[config.mk]
export PLATFORM = sky130hd
export DESIGN_NAME = ycbcr_to_rgb_pipe_flat
export DESIGN_NICKNAME = d
export VERILOG_FILES = /design/src/rtl/ycbcr_to_rgb_pipe_if.sv /design/src/rtl/ycbcr_to_rgb_pipe.sv /design/src/flat_wrapper.sv
export SDC_FILE = /design/constraint.sdc
export NUM_CORES = 1
export LEC_CHECK = 0
export ABC_AREA = 1
export BUFFER_PORTS_ARGS = -buffer_cell sky130_fd_sc_hd__buf_4
export CORE_ASPECT_RATIO = 1.5
export CORE_UTILIZATION = 52
export CTS_BUF_LIST = sky130_fd_sc_hd__clkbuf_16
export DETAILED_ROUTE_END_ITERATION = 6
export PLACE_DENSITY = 0.68
export RECOVER_POWER = 50
export SYNTH_ARGS = -nofsm -noshare
export SYNTH_HDL_FRONTEND = slang
export SYNTH_SLANG_ARGS = --single-unit
[constraint.sdc]
create_clock -name clk -period 20.1 [get_ports clk]
set_input_delay 6.03 -clock clk [delete_from_list [all_inputs] [get_ports clk]]
set_output_delay 6.03 -clock clk [all_outputs]
set_load 0.02 [all_outputs]
[src/rtl/ycbcr_to_rgb_pipe_if.sv]
// Pixel stream bundle for the YCbCr-to-RGB converter.
// slave: converter side; master: producer/consumer side.
interface ycbcr_to_rgb_pipe_if #(
  parameter int DATA_W = 8,
  parameter int CNT_W  = 16
);
  logic              mode;
  logic              in_valid;
  logic              in_ready;
  logic [DATA_W-1:0] y_in;
  logic [DATA_W-1:0] cb_in;
  logic [DATA_W-1:0] cr_in;
  logic              out_valid;
  logic              out_ready;
  logic [DATA_W-1:0] r_out;
  logic [DATA_W-1:0] g_out;
  logic [DATA_W-1:0] b_out;
  logic [CNT_W-1:0]  sat_cnt;
  logic              sat_clr;

  modport slave (
    input  mode, in_valid, y_in, cb_in, cr_in,
    input  out_ready, sat_clr,
    output in_ready, out_valid,
    output r_out, g_out, b_out, sat_cnt
  );

  modport master (
    output mode, in_valid, y_in, cb_in, cr_in,
    output out_ready, sat_clr,
    input  in_ready, out_valid,
    input  r_out, g_out, b_out, sat_cnt
  );
endinterface

[src/rtl/ycbcr_to_rgb_pipe.sv]
// 3-stage fixed-point YCbCr->RGB converter, JPEG/BT.601 select.
// Ports: clk, rst (sync, high), bus (slave: pixel in/out, sat count).
module ycbcr_to_rgb_pipe #(
  parameter int DATA_W = 8,
  parameter int FRAC_W = 14,
  parameter int CNT_W  = 16
) (
  input logic clk,
  input logic rst,
  ycbcr_to_rgb_pipe_if.slave bus
);
  localparam int XW = DATA_W + 1;
  localparam int CW = FRAC_W + 3;
  localparam int PW = XW + CW;
  localparam int SW = PW + 2;

  // Rescale a Q2.14 coefficient to Q2.FRAC_W, round to nearest.
  function automatic longint kscale(input longint k14);
    return ((k14 <<< FRAC_W) + 64'sd8192) >>> 14;
  endfunction

  localparam logic signed [CW-1:0] KY0  = CW'(kscale(16384));
  localparam logic signed [CW-1:0] KRV0 = CW'(kscale(22971));
  localparam logic signed [CW-1:0] KGU0 = CW'(kscale(5638));
  localparam logic signed [CW-1:0] KGV0 = CW'(kscale(11700));
  localparam logic signed [CW-1:0] KBU0 = CW'(kscale(29032));
  localparam logic signed [CW-1:0] KY1  = CW'(kscale(19077));
  localparam logic signed [CW-1:0] KRV1 = CW'(kscale(26149));
  localparam logic signed [CW-1:0] KGU1 = CW'(kscale(6419));
  localparam logic signed [CW-1:0] KGV1 = CW'(kscale(13320));
  localparam logic signed [CW-1:0] KBU1 = CW'(kscale(33050));

  localparam logic signed [XW-1:0] YOFF =
    XW'(longint'(16) << (DATA_W - 8));
  localparam logic signed [XW-1:0] HALF =
    XW'(longint'(1) << (DATA_W - 1));
  localparam logic signed [SW-1:0] RND =
    SW'(longint'(1) << (FRAC_W - 1));
  localparam logic signed [SW-1:0] MAXV =
    SW'((longint'(1) << DATA_W) - 1);

  logic ov_q;
  logic en;

  // Whole pipe moves in lockstep; only a blocked output stalls it.
  assign en          = !ov_q || bus.out_ready;
  assign bus.in_ready = en;

  // Stage 1: offset removal
  logic                 v1_q, m1_q;
  logic signed [XW-1:0] yd_q, cbd_q, crd_q;
  logic signed [XW-1:0] yd_d, cbd_d, crd_d;

  always_comb begin
    yd_d  = $signed({1'b0, bus.y_in});
    if (bus.mode) yd_d = yd_d - YOFF;
    cbd_d = $signed({1'b0, bus.cb_in}) - HALF;
    crd_d = $signed({1'b0, bus.cr_in}) - HALF;
  end

  always_ff @(posedge clk) begin
    if (rst) begin
      v1_q <= 1'b0;
    end else if (en) begin
      v1_q  <= bus.in_valid;
      m1_q  <= bus.mode;
      yd_q  <= yd_d;
      cbd_q <= cbd_d;
      crd_q <= crd_d;
    end
  end

  // Stage 2: coefficient products
  logic                 v2_q;
  logic signed [CW-1:0] ky, krv, kgu, kgv, kbu;
  logic signed [PW-1:0] py_q, prv_q, pgu_q, pgv_q, pbu_q;

  always_comb begin
    if (m1_q) begin
      ky = KY1; krv = KRV1; kgu = KGU1;
      kgv = KGV1; kbu = KBU1;
    end else begin
      ky = KY0; krv = KRV0; kgu = KGU0;
      kgv = KGV0; kbu = KBU0;
    end
  end

  always_ff @(posedge clk) begin
    if (rst) begin
      v2_q <= 1'b0;
    end else if (en) begin
      v2_q  <= v1_q;
      py_q  <= PW'(yd_q)  * PW'(ky);
      prv_q <= PW'(crd_q) * PW'(krv);
      pgu_q <= PW'(cbd_q) * PW'(kgu);
      pgv_q <= PW'(crd_q) * PW'(kgv);
      pbu_q <= PW'(cbd_q) * PW'(kbu);
    end
  end

  // Stage 3: sum, round half up, clamp
  logic signed [SW-1:0] r_s, g_s, b_s;
  logic [DATA_W:0]      r_c, g_c, b_c;

  // Returns {clamped, value}.
  function automatic logic [DATA_W:0] clamp(
    input logic signed [SW-1:0] v
  );
    if (v < 0)    return {1'b1, {DATA_W{1'b0}}};
    if (v > MAXV) return {1'b1, {DATA_W{1'b1}}};
    return {1'b0, v[DATA_W-1:0]};
  endfunction

  always_comb begin
    r_s = (SW'(py_q) + SW'(prv_q) + RND) >>> FRAC_W;
    g_s = (SW'(py_q) - SW'(pgu_q) - SW'(pgv_q) + RND)
          >>> FRAC_W;
    b_s = (SW'(py_q) + SW'(pbu_q) + RND) >>> FRAC_W;
    r_c = clamp(r_s);
    g_c = clamp(g_s);
    b_c = clamp(b_s);
  end

  logic [DATA_W-1:0] r_q, g_q, b_q;
  logic              sat3_q;

  always_ff @(posedge clk) begin
    if (rst) begin
      ov_q   <= 1'b0;
      r_q    <= '0;
      g_q    <= '0;
      b_q    <= '0;
      sat3_q <= 1'b0;
    end else if (en) begin
      ov_q   <= v2_q;
      r_q    <= r_c[DATA_W-1:0];
      g_q    <= g_c[DATA_W-1:0];
      b_q    <= b_c[DATA_W-1:0];
      sat3_q <= r_c[DATA_W] | g_c[DATA_W] | b_c[DATA_W];
    end
  end

  // Saturation counter: clear wins, sticks at all-ones.
  logic [CNT_W-1:0] sat_cnt_q, sat_cnt_d;

  always_comb begin
    sat_cnt_d = sat_cnt_q;
    if (bus.sat_clr)
      sat_cnt_d = '0;
    else if (ov_q && bus.out_ready && sat3_q
             && sat_cnt_q != {CNT_W{1'b1}})
      sat_cnt_d = sat_cnt_q + 1'b1;
  end

  always_ff @(posedge clk) begin
    if (rst) sat_cnt_q <= '0;
    else     sat_cnt_q <= sat_cnt_d;
  end

  assign bus.out_valid = ov_q;
  assign bus.r_out     = r_q;
  assign bus.g_out     = g_q;
  assign bus.b_out     = b_q;
  assign bus.sat_cnt   = sat_cnt_q;
endmodule

[src/flat_wrapper.sv]
// flat-port wrapper written by rule: the top's interface ports become plain ports
module ycbcr_to_rgb_pipe_flat 
#(
  parameter int DATA_W = 8,
  parameter int FRAC_W = 14,
  parameter int CNT_W  = 16
)
  (clk, rst, bus_mode, bus_in_valid, bus_y_in, bus_cb_in, bus_cr_in, bus_out_ready, bus_sat_clr, bus_in_ready, bus_out_valid, bus_r_out, bus_g_out, bus_b_out, bus_sat_cnt);
  ycbcr_to_rgb_pipe_if #(.DATA_W(DATA_W), .CNT_W(CNT_W)) bus_i ();
  input logic clk;
  input logic rst;
  input wire logic [$bits(bus_i.mode)-1:0] bus_mode;
  input wire logic [$bits(bus_i.in_valid)-1:0] bus_in_valid;
  input wire logic [$bits(bus_i.y_in)-1:0] bus_y_in;
  input wire logic [$bits(bus_i.cb_in)-1:0] bus_cb_in;
  input wire logic [$bits(bus_i.cr_in)-1:0] bus_cr_in;
  input wire logic [$bits(bus_i.out_ready)-1:0] bus_out_ready;
  input wire logic [$bits(bus_i.sat_clr)-1:0] bus_sat_clr;
  output wire logic [$bits(bus_i.in_ready)-1:0] bus_in_ready;
  output wire logic [$bits(bus_i.out_valid)-1:0] bus_out_valid;
  output wire logic [$bits(bus_i.r_out)-1:0] bus_r_out;
  output wire logic [$bits(bus_i.g_out)-1:0] bus_g_out;
  output wire logic [$bits(bus_i.b_out)-1:0] bus_b_out;
  output wire logic [$bits(bus_i.sat_cnt)-1:0] bus_sat_cnt;
  assign bus_i.mode = bus_mode;
  assign bus_i.in_valid = bus_in_valid;
  assign bus_i.y_in = bus_y_in;
  assign bus_i.cb_in = bus_cb_in;
  assign bus_i.cr_in = bus_cr_in;
  assign bus_i.out_ready = bus_out_ready;
  assign bus_i.sat_clr = bus_sat_clr;
  assign bus_in_ready = bus_i.in_ready;
  assign bus_out_valid = bus_i.out_valid;
  assign bus_r_out = bus_i.r_out;
  assign bus_g_out = bus_i.g_out;
  assign bus_b_out = bus_i.b_out;
  assign bus_sat_cnt = bus_i.sat_cnt;
  ycbcr_to_rgb_pipe #(.DATA_W(DATA_W), .FRAC_W(FRAC_W), .CNT_W(CNT_W)) u_core (.clk(clk), .rst(rst), .bus(bus_i));
endmodule
* After elaboration in Yosys (flattened, before gate mapping)
Index checks and enable logic that the tools add are counted.
Cells by class: $lt $le $gt $ge 6, multipliers 5, reduce and logical (&&, ||, !) cells 7, equality and inequality tests 1, add/subtract/negate cells 11, bitwise gates (word level) 3, multiplexer cells 27
Operators by type and width (number):
- 9-bit 2-to-1 mux | 12
- 9-bit by 16-bit multiplier with 25-bit output | 2
- 14-bit by 9-bit greater-than comparator with 1-bit output (second input constant) | 3
- 14-bit by 1-bit less-than comparator with 1-bit output (second input constant) | 3
- 27-bit by 15-bit adder with 28-bit output (second input constant) | 1
- 28-bit by 15-bit adder with 28-bit output (second input constant) | 1
- 25-bit by 26-bit adder with 27-bit output | 1
- 26-bit by 15-bit adder with 27-bit output (second input constant) | 1
- 26-bit by 24-bit subtractor with 27-bit output | 1
- 25-bit by 25-bit adder with 26-bit output | 1
- 9-bit by 17-bit multiplier with 26-bit output | 1
- 25-bit by 23-bit subtractor with 26-bit output | 1
- 9-bit by 15-bit multiplier with 24-bit output | 1
- 12-bit 2-to-1 mux | 2
- 9-bit by 14-bit multiplier with 23-bit output | 1
- 8-bit by 8-bit subtractor with 9-bit output (second input constant) | 2
- 16-bit by 1-bit adder with 16-bit output (second input constant) | 1
- 16-bit 2-to-1 mux | 1
- 16-bit != test (second input constant) | 1
- 14-bit 2-to-1 mux | 1
- 13-bit 2-to-1 mux | 1
- 1-bit 2-to-1 mux | 9
- 8-bit by 5-bit subtractor with 9-bit output (second input constant) | 1
- 8-bit 2-to-1 mux | 1
- 7 further kinds | 10
Storage, ports and cells: logic and storage cells 78, input port bits 30, bits in registers 195, output and inout port bits 42

* Depth between registers and ports, before layout
Gate-level depths: netlist of the first run.
depth after elaboration 10, depth in mapped cells 28

* Worst setup path before layout of the first run
Ideal clock, no wire load.
kind input to register, from in bus_out_ready, to reg u_core.cbd_q[0] (enable), required time 19448 ps, setup slack 6929 ps, buffers on the path 2, stages 4, data arrival time 12519 ps, cells stage by stage nor2_1 -> clkbuf_1 -> buf_1 -> nor2_1
Between the ends: word-level cells in the longest chain between the ends 2
Ends and longest elaborated chain:
- start, declared | RTL line flat_wrapper.sv:17 | input wire logic [$bits(bus_i.out_ready)-1:0] bus_out_ready;
- 1-bit logical OR | RTL line ycbcr_to_rgb_pipe.sv:46 | assign en = !ov_q || bus.out_ready;
- 2-bit AND reduction (no source line)
- end signal, assigned | RTL line ycbcr_to_rgb_pipe.sv:68 | cbd_q <= cbd_d;
- end, declared | RTL line ycbcr_to_rgb_pipe.sv:51 | logic signed [XW-1:0] yd_q, cbd_q, crd_q;
No other way between the ends. A chain may end at the register's enable or synchronous reset.

* Worst setup path after layout of the first run
from in bus_out_ready, to out bus_in_ready
Between the ends: word-level cells in the longest chain between the ends 1
Ends and longest elaborated chain:
- 1-bit logical OR | RTL line ycbcr_to_rgb_pipe.sv:46
- end, declared | RTL line flat_wrapper.sv:19 | output wire logic [$bits(bus_i.in_ready)-1:0] bus_in_ready;
No other way between the ends.

==> flow_metrics.tcl, run 1 <==
set metrics [dict create \
    rr_worst_depth 21 \
    n_fill_cell 4328 \
    violations "design-rule violations, max-capacitance violations, max-slew violations" \
    final_nets 3705 \
    area_delta_synth_final_pct 7.21 \
    final_util 0.563 \
    layout-drive-gt1-share 0.0508 \
    r2r-start "u_core.m1_q" \
    synth_edf_count 145 \
    yosysWarningCount 0 \
    antenna_found_initial 0 \
    die_h_um 270 \
    hold_class "register to register" \
    grt_max_degree 81 \
    fin_setup_tns_ns 0 \
    whs_path_depth 2 \
    synth_area_leaders "ha_1 (25%), fa_1 (18%), edfxtp_1 (17%)" \
    hp-start "u_core.v2_q" \
    viasPerCell 5.24 \
    synth_top_area_cell "ha_1" \
    grt_pass1_wl_mm 96.5 \
    maxSlewViolCount 45 \
    numPlacedInstances 3542 \
    register_area_um2 5240 \
    drtIter0Drc 863 \
    cts.htree.levels 4 \
    post-route-min-period_ns 12.58 \
    synth_top_area_share 0.248 \
    port_buffers 71 \
    clkTransAtPathRegs_ns 0.08 \
    worstPathMaxFanout 5 \
    antenna_left 0 \
    dieWidth_um 181 \
    initial_core_util 0.525 \
    slew_headroom -0.418 \
    drv_cap 1 \
    ys_ff_latch 189 \
    die_area_um2 48900 \
    core_um2 47600 \
    r2r_setup_slack_ns 12.03 \
    cts_sinks 189 \
    stdcell_count 3574 \
    place_congestion 0.923 \
    hold_end "u_core.bus.out_valid" \
    cts-root-buf "clkbuf_16" \
    cts_setup_buffers 0 \
    syn_avg_cell_area_um2 8.66 \
    drt-total-wl_mm 60.5 \
    synth_seq_area_share 0.210 \
    synth_ff_type "edfxtp_1" \
    timing.fmax_mhz 79.5 \
    cts_resized 0 \
    worst_skew_pair.late_latency_ns 0.46 \
    hold_violations 0 \
    cts_tree "yes" \
    drtPass1Iterations 7 \
    critPathLaunchType "input pin" \
    boundaryPins 72 \
    num_rows 98 \
    tightest_slew_ns 2.13 \
    rsz0062_at_grt "no" \
    post-dp-hpwl_mm 53.2 \
    finClkSkew_ns 0.0107 \
    grt-ovfl-total 0 \
    place_area_um2 26200 \
    reg2reg_to "u_core.prv_q[23]" \
    ys_types 49 \
    synthCells 2881 \
    cp_data_required_time_ns 14.07 \
    setup_viol 0 \
    wire_per_inst_um 16.9 \
    first_global_vias 19100 \
    grt_usage 0.255 \
    cts_buffers 17 \
    multi_input_area_um2 17300 \
    synthesis.area_um2 25000 \
    cts_hold_buf 0 \
    period_share 0.626 \
    critPathArrivalTime_ns 6.55 \
    postLayoutCellArea_um2 26800 \
    async_flop_share 0 \
    end_kind "output pin" \
    outcome "complete, but fails checks" \
    drc 1 \
    clockBufferDepth 2 \
    criticalPathCategory "input pin to output pin" \
    diodes 0 \
    dr_total_vias 18700 \
]
[stage by stage]
step	hold slack (ns)	worst slack [ns]
after floorplan	0.429	6.93
after global placement	0.438	7.54
after detailed placement	0.450	7.55
after CTS	0.462	7.55
after global routing	0.485	7.48
final	0.463	7.52
[flip-flops by register name, summed over array words and instances (netlist names)]
| signal | flops |
|---|---|
| u_core.crd_q | 8 |
| u_core.pgu_q | 22 |
| u_core.v1_q | 1 |
| u_core.bus.sat_cnt | 16 |
| u_core.bus.out_valid | 1 |
| u_core.sat3_q | 1 |
| u_core.pgv_q | 22 |
| u_core.bus.g_out | 8 |
| u_core.bus.r_out | 8 |
| u_core.cbd_q | 8 |
| u_core.yd_q | 9 |
| u_core.py_q | 25 |
| u_core.m1_q | 1 |
| u_core.v2_q | 1 |
| u_core.prv_q | 25 |
| u_core.bus.b_out | 8 |
| u_core.pbu_q | 25 |
[placed cells by master (no fill, tap or decap), types with 25 or more instances in the layout]
cell type	netlist	layout
a21oi_1	173	173
buf_4	0	42
dfxtp_1	44	44
edfxtp_1	145	145
fa_1	219	219
ha_1	495	495
inv_1	637	637
nand2_1	521	521
nand3_1	90	90
nand4_1	25	25
nor2_1	120	119
nor3_1	31	31
o21ai_0	77	77
xnor2_1	36	36
xor2_1	82	82
[per-layer routing]
metal / GRT usage / vias up / routed length (um)
met1: 0.291 / 8828 / 24700
met3: 0.0212 / 109 / 1550
met4: 0.136 / 0 / 3190
met2: 0.469 / 353 / 31100
li1: - / 9439 / -
met5: 0 / - / 0
[cells in the mapped netlist (3+ instances only)]
cell type  instances
a21oi_1          173
clkbuf_1          23
a21o_1            14
dfxtp_1           44
ha_1             495
nand3_1           90
nor3_2             3
nor3b_1            3
o31ai_1            4
nand4_1           25
inv_2              6
xor2_1            82
edfxtp_1         145
o21bai_1          16
nor2_2            12
o211ai_1           3
o21a_1             4
nand2_2           10
nor2_1           120
nor3_1            31
nor4_1            10
nand2_1          521
a21boi_0           6
a211oi_1           7
nor2_4             5
inv_1            637
a31oi_1           23
nand3_2            3
fa_1             219
nand2_4            6
o21ai_0           77
xnor2_1           36
[how the worst max path moves through the flow]
stage,start,to,cells after the start
floorplan,bus_out_ready,u_core.cbd_q[0],4
global placement,bus_out_ready,bus_in_ready,4
detailed placement,bus_out_ready,bus_in_ready,4
CTS,bus_out_ready,bus_in_ready,4
global route,bus_out_ready,bus_in_ready,4
finish,bus_out_ready,bus_in_ready,4
[kinds of logic after synthesis]
logic type | after synthesis | share of synthesized area
xor gates and xnor gates | 118 | 0.0414
buffers and inverters | 669 | 0.101
DFF | 189 | 0.210
adders and majority gates | 714 | 0.424
AOI/OAI and AO/OA | 336 | 0.0754
other | 2 | 0.000301
and+or+nand+nor | 853 | 0.149
[final cells by class]
class / instances / area share
multi-input cells: 2035 / 0.645
flip-flops and latches: 189 / 0.196
inverters: 643 / 0.0902
well taps: 600 / 0.0281
repair buffers: 75 / 0.0194
clock buffers: 17 / 0.0159
clock inverters: 15 / 0.00570
[critical path, cell delays in order]
cell      delay (ns)
clkbuf_4        0.12
nor2_1          0.13
inv_1           0.11
buf_4           0.17
Power of run 1 is not shown: default switching activity piles up to over one toggle a cycle in this logic, so the estimate is an artifact.
==> run 2: changes to the inputs <==
--- a/config.mk
+++ b/config.mk
@@ -11,7 +11,7 @@
 export CORE_UTILIZATION = 52
 export CTS_BUF_LIST = sky130_fd_sc_hd__clkbuf_16
 export DETAILED_ROUTE_END_ITERATION = 6
-export PLACE_DENSITY = 0.68
+export PLACE_DENSITY = 0.71
 export RECOVER_POWER = 50
 export SYNTH_ARGS = -nofsm -noshare
 export SYNTH_HDL_FRONTEND = slang
==> constraint.sdc (replaced) <==
create_clock -name clk -period 10.3 [get_ports clk]
set_input_delay 3.09 -clock clk [delete_from_list [all_inputs] [get_ports clk]]
set_output_delay 3.09 -clock clk [all_outputs]
set_load 0.02 [all_outputs]
==> flow_metrics.tcl, run 2 (synthesis results as in run 1) <==
set metrics [dict create \
    drtIter0Drc 938 \
    drc 0 \
    grt_usage 0.264 \
    layout_commonest_cell "inv_1" \
    diodes 0 \
    wire_per_inst_um 17.3 \
    grt_max_degree 87 \
    outcome "complete, but fails checks" \
    hold_class "register to register" \
    drt-total-wl_mm 61.8 \
    slowest_delay_ns 0.99 \
    initial_core_util 0.525 \
    cts-root-buf "clkbuf_16" \
    cts_tree "yes" \
    drv_cap 2 \
    die_h_um 270 \
    antenna_found_initial 0 \
    critPathLaunchType "input pin" \
    first_global_vias 19500 \
    clkTransAtPathRegs_ns 0.09 \
    boundaryPins 72 \
    critPathArrivalTime_ns 4.82 \
    criticalPathCategory "input pin to output pin" \
    final_nets 3705 \
    dieWidth_um 181 \
    layout-drive-gt1-share 0.0393 \
    crit_family "buffers and inverters" \
    post-dp-hpwl_mm 54.1 \
    hold_violations 0 \
    grt_pass1_wl_mm 99.8 \
    cts_buffers 17 \
    cts.htree.levels 4 \
    antenna_left 0 \
    crit_chain "clkbuf_4 > nor2_1 > clkbuf_1 > inv_1 > buf_4" \
    layout_common_cells "inv_1 (638), nand2_1 (521), ha_1 (495)" \
    end_kind "output pin" \
    maxSlewViolCount 106 \
    cts_resized 0 \
    worstPathMaxFanout 31 \
    n_fill_cell 4384 \
    area_delta_synth_final_pct 6.89 \
    slowest_stage "clkbuf_1" \
    die_area_um2 48900 \
    layout_setup_ws_ns 2.39 \
    port_buffers 71 \
    clockBufferDepth 2 \
    cts_hold_buf 0 \
    grt-ovfl-total 0 \
    viasPerCell 5.24 \
    path_buf_inv 4 \
    finClkSkew_ns 0.0196 \
    fin_setup_tns_ns 0 \
    period_share 0.768 \
    drtPass1Iterations 7 \
    rsz0062_at_grt "no" \
    slew_headroom -1.41 \
    core_um2 47600 \
    reg.largest.list "u_core.pbu_q (25), u_core.prv_q (25), u_core.py_q (25)" \
    setup_viol 0 \
    cts_sinks 189 \
    timing.fmax_mhz 126 \
    violations "max-capacitance violations, max-slew violations" \
    register_area_um2 5240 \
    cts_setup_buffers 0 \
    tightest_slew_ns 3.62 \
    num_rows 98 \
    cp_data_required_time_ns 7.21 \
    post-route-min-period_ns 7.91 \
    dpl_worst_slack_ns 3.23 \
    place_congestion 0.945 \
    dr_total_vias 18700 \
    worst_skew_pair.late_latency_ns 0.48 \
    multi_input_area_um2 17300 \
]
## run 2: cell count changes in the layout (fill, tap and decap cells not counted), sizes merged
cell | previous run | this run
clkinvlp | 1 | 0
buf | 42 | 7
bufinv | 1 | 0
clkbuf | 50 | 85
clkinv | 5 | 7
## run 2: cell type report
| cell class | count | area share |
|---|---|---|
| Timing Repair Buffer | 75 | 0.0145 |
| Clock buffer | 17 | 0.0159 |
| Multi-Input combinational cell | 2035 | 0.647 |
| Inverter | 643 | 0.0905 |
| Clock inverter | 15 | 0.00764 |
| Sequential cell | 189 | 0.196 |
| Tap cell | 600 | 0.0281 |
## run 2: worst reg2reg max path, cell delays in order, from the launching register on
cell and delay, ns:
edfxtp_1 0.32, clkbuf_1 1.52, inv_1 0.59, nand2_1 0.43
fa_1 0.50, fa_1 0.51, inv_1 0.06, fa_1 0.48
fa_1 0.57, fa_1 0.46, ha_1 0.38, a21oi_1 0.14
nand2_1 0.11, nand4_1 0.09, nand2_1 0.09, a21boi_0 0.29
o21ai_0 0.19, a21boi_0 0.31, o21ai_0 0.17, a21oi_1 0.16
o21bai_1 0.09, xor2_1 0.14
## run 2: final timing paths
path	startpoint	end	slack (ns)	cells after the start
max reg2reg	u_core.m1_q	u_core.prv_q[23]	2.44	21
min reg2reg	u_core.v2_q	u_core.v2_q	0.46	2
max	bus_out_ready	bus_in_ready	2.39	5
min	u_core.v2_q	u_core.v2_q	0.46	2
## run 2: per-stage QoR
stage | area, um^2 | utilization | hold WS [ns] | cells
floorplan | 25000 | - | 0.429 | 2893
global placement | 26200 | 0.551 | 0.442 | 3542
detailed placement | 26200 | 0.551 | 0.444 | 3542
CTS | 26900 | 0.565 | 0.458 | 3574
global route | 26700 | 0.561 | 0.485 | 3574
finish | 26700 | 0.561 | 0.455 | 3574
## run 2: routing by layer
layer	wire length (um)	global-route usage	share of wire	up-vias
met1	25400	0.299	0.41	8844
met2	32300	0.497	0.52	335
met3	1290	0.0224	0.021	110
met4	2730	0.116	0.044	0
met5	0	0	0	-
li1	-	-	-	9437
Power of run 2 is left out for the same reason.
==> run 3: changes to the inputs <==
--- a/config.mk
+++ b/config.mk
@@ -11,7 +11,7 @@
 export CORE_UTILIZATION = 52
 export CTS_BUF_LIST = sky130_fd_sc_hd__clkbuf_16
 export DETAILED_ROUTE_END_ITERATION = 6
-export PLACE_DENSITY = 0.71
+export PLACE_DENSITY = 0.68
 export RECOVER_POWER = 50
 export SYNTH_ARGS = -nofsm -noshare
 export SYNTH_HDL_FRONTEND = slang
==> constraint.sdc (replaced) <==
create_clock -name clk -period 7.78 [get_ports clk]
set_input_delay 2.334 -clock clk [delete_from_list [all_inputs] [get_ports clk]]
set_output_delay 2.334 -clock clk [all_outputs]
set_load 0.02 [all_outputs]
==> flow_metrics.tcl, run 3 (synthesis results as in run 1) <==
set metrics [dict create \
    outcome "complete, but fails checks" \
    violations "design-rule violations, max-capacitance violations, max-slew violations" \
    drt-total-wl_mm 62.7 \
    timing.fmax_mhz 154 \
    hold_class "register to register" \
    crit_path_start "bus_out_ready" \
    critPathArrivalTime_ns 4.14 \
    diodes 0 \
    die_area_um2 48900 \
    num_rows 98 \
    cts_tree "yes" \
    wire_per_inst_um 17.5 \
    finClkSkew_ns 0.0163 \
    criticalPathCategory "input pin to output pin" \
    layout-drive-gt1-share 0.0403 \
    clockBufferDepth 2 \
    drtPass1Iterations 7 \
    grt_max_degree 146 \
    antenna_found_initial 1 \
    tightest_slew_ns 3.72 \
    fin_setup_tns_ns 0 \
    maxSlewViolCount 146 \
    viasPerCell 5.29 \
    post-route-min-period_ns 6.47 \
    slew_headroom -1.48 \
    cts_sinks 189 \
    drv_cap 1 \
    layout_common_cells "inv_1 (637), nand2_1 (521), ha_1 (495)" \
    worst_skew_pair.late_latency_ns 0.48 \
    final_util 0.561 \
    cts_resized 0 \
    dieWidth_um 181 \
    grt_usage 0.264 \
    die_h_um 270 \
    rsz0062_at_grt "no" \
    end_kind "output pin" \
    place_area_um2 26200 \
    period_share 0.832 \
    cp_data_required_time_ns 5.45 \
    hold_violations 0 \
    clkTransAtPathRegs_ns 0.08 \
    cts_setup_buffers 0 \
    cts-root-buf "clkbuf_16" \
    boundaryPins 72 \
    drtIter0Drc 909 \
    grt_pass1_wl_mm 99.8 \
    drc 1 \
    final_nets 3705 \
    initial_core_util 0.525 \
    dr_total_vias 18900 \
    antenna_left 0 \
    area_delta_synth_final_pct 6.89 \
    core_um2 47600 \
    port_buffers 71 \
    post-dp-hpwl_mm 55.0 \
    first_global_vias 19400 \
    r2r-start "u_core.m1_q" \
    grt-ovfl-total 0 \
    layout_commonest_cell "inv_1" \
    hp-start "u_core.v2_q" \
    worstPathMaxFanout 31 \
    place_congestion 0.949 \
    cts_buffers 17 \
    cts.htree.levels 4 \
    postLayoutCellArea_um2 26700 \
    critPathLaunchType "input pin" \
    setup_viol 0 \
    reg.largest.list "u_core.pbu_q (25), u_core.prv_q (25), u_core.py_q (25)" \
    cts_hold_buf 0 \
]
## run 3: changes by cell type in the layout (fill, tap and decap cells not counted), moves of 2 or more
cell      change
clkinv_4      +2
clkinv_8      +2
clkbuf_4      -2
inv_12        -2
buf_4         +2
inv_6         -2
## run 3: metrics by stage
step	setup WS, ns	instances	hold WS, ns
floorplan	0.758	2893	0.429
CTS	1.47	3574	0.458
detailed placement	1.49	3542	0.446
finish	1.31	3574	0.455
global placement	1.50	3542	0.439
global route	1.00	3574	0.486
## run 3: final timing paths
check / endpoint / slack (ns) / depth (start not counted)
setup / recovery: bus_in_ready / 1.31 / 5
hold / removal: u_core.v2_q / 0.46 / 2
setup reg to reg: u_core.pbu_q[22] / 1.43 / 24
hold reg to reg: u_core.v2_q / 0.46 / 2
## run 3: final cells by class
type	count	area [um^2]
clock inverters	15	200
clock buffers	17	425
inverters	643	2410
multi-input cells	2035	17300
well taps	600	751
fillers	4434	20900
repair buffers	75	388
flip-flops and latches	189	5240
## run 3: worst max-delay path: stages
cell	delay, ns
clkbuf_1	0.09
nor2_2	0.09
clkbuf_1	1.06
inv_1	0.29
buf_4	0.26
## run 3: layer usage
layer  vias up  GRT usage  part of all wire
met5         -          0                 0
met4         0      0.121             0.048
met3       110     0.0214             0.024
met2       387      0.491              0.52
met1      8960      0.306              0.41
li1       9433          -                 -
Power of run 3 is left out for the same reason.
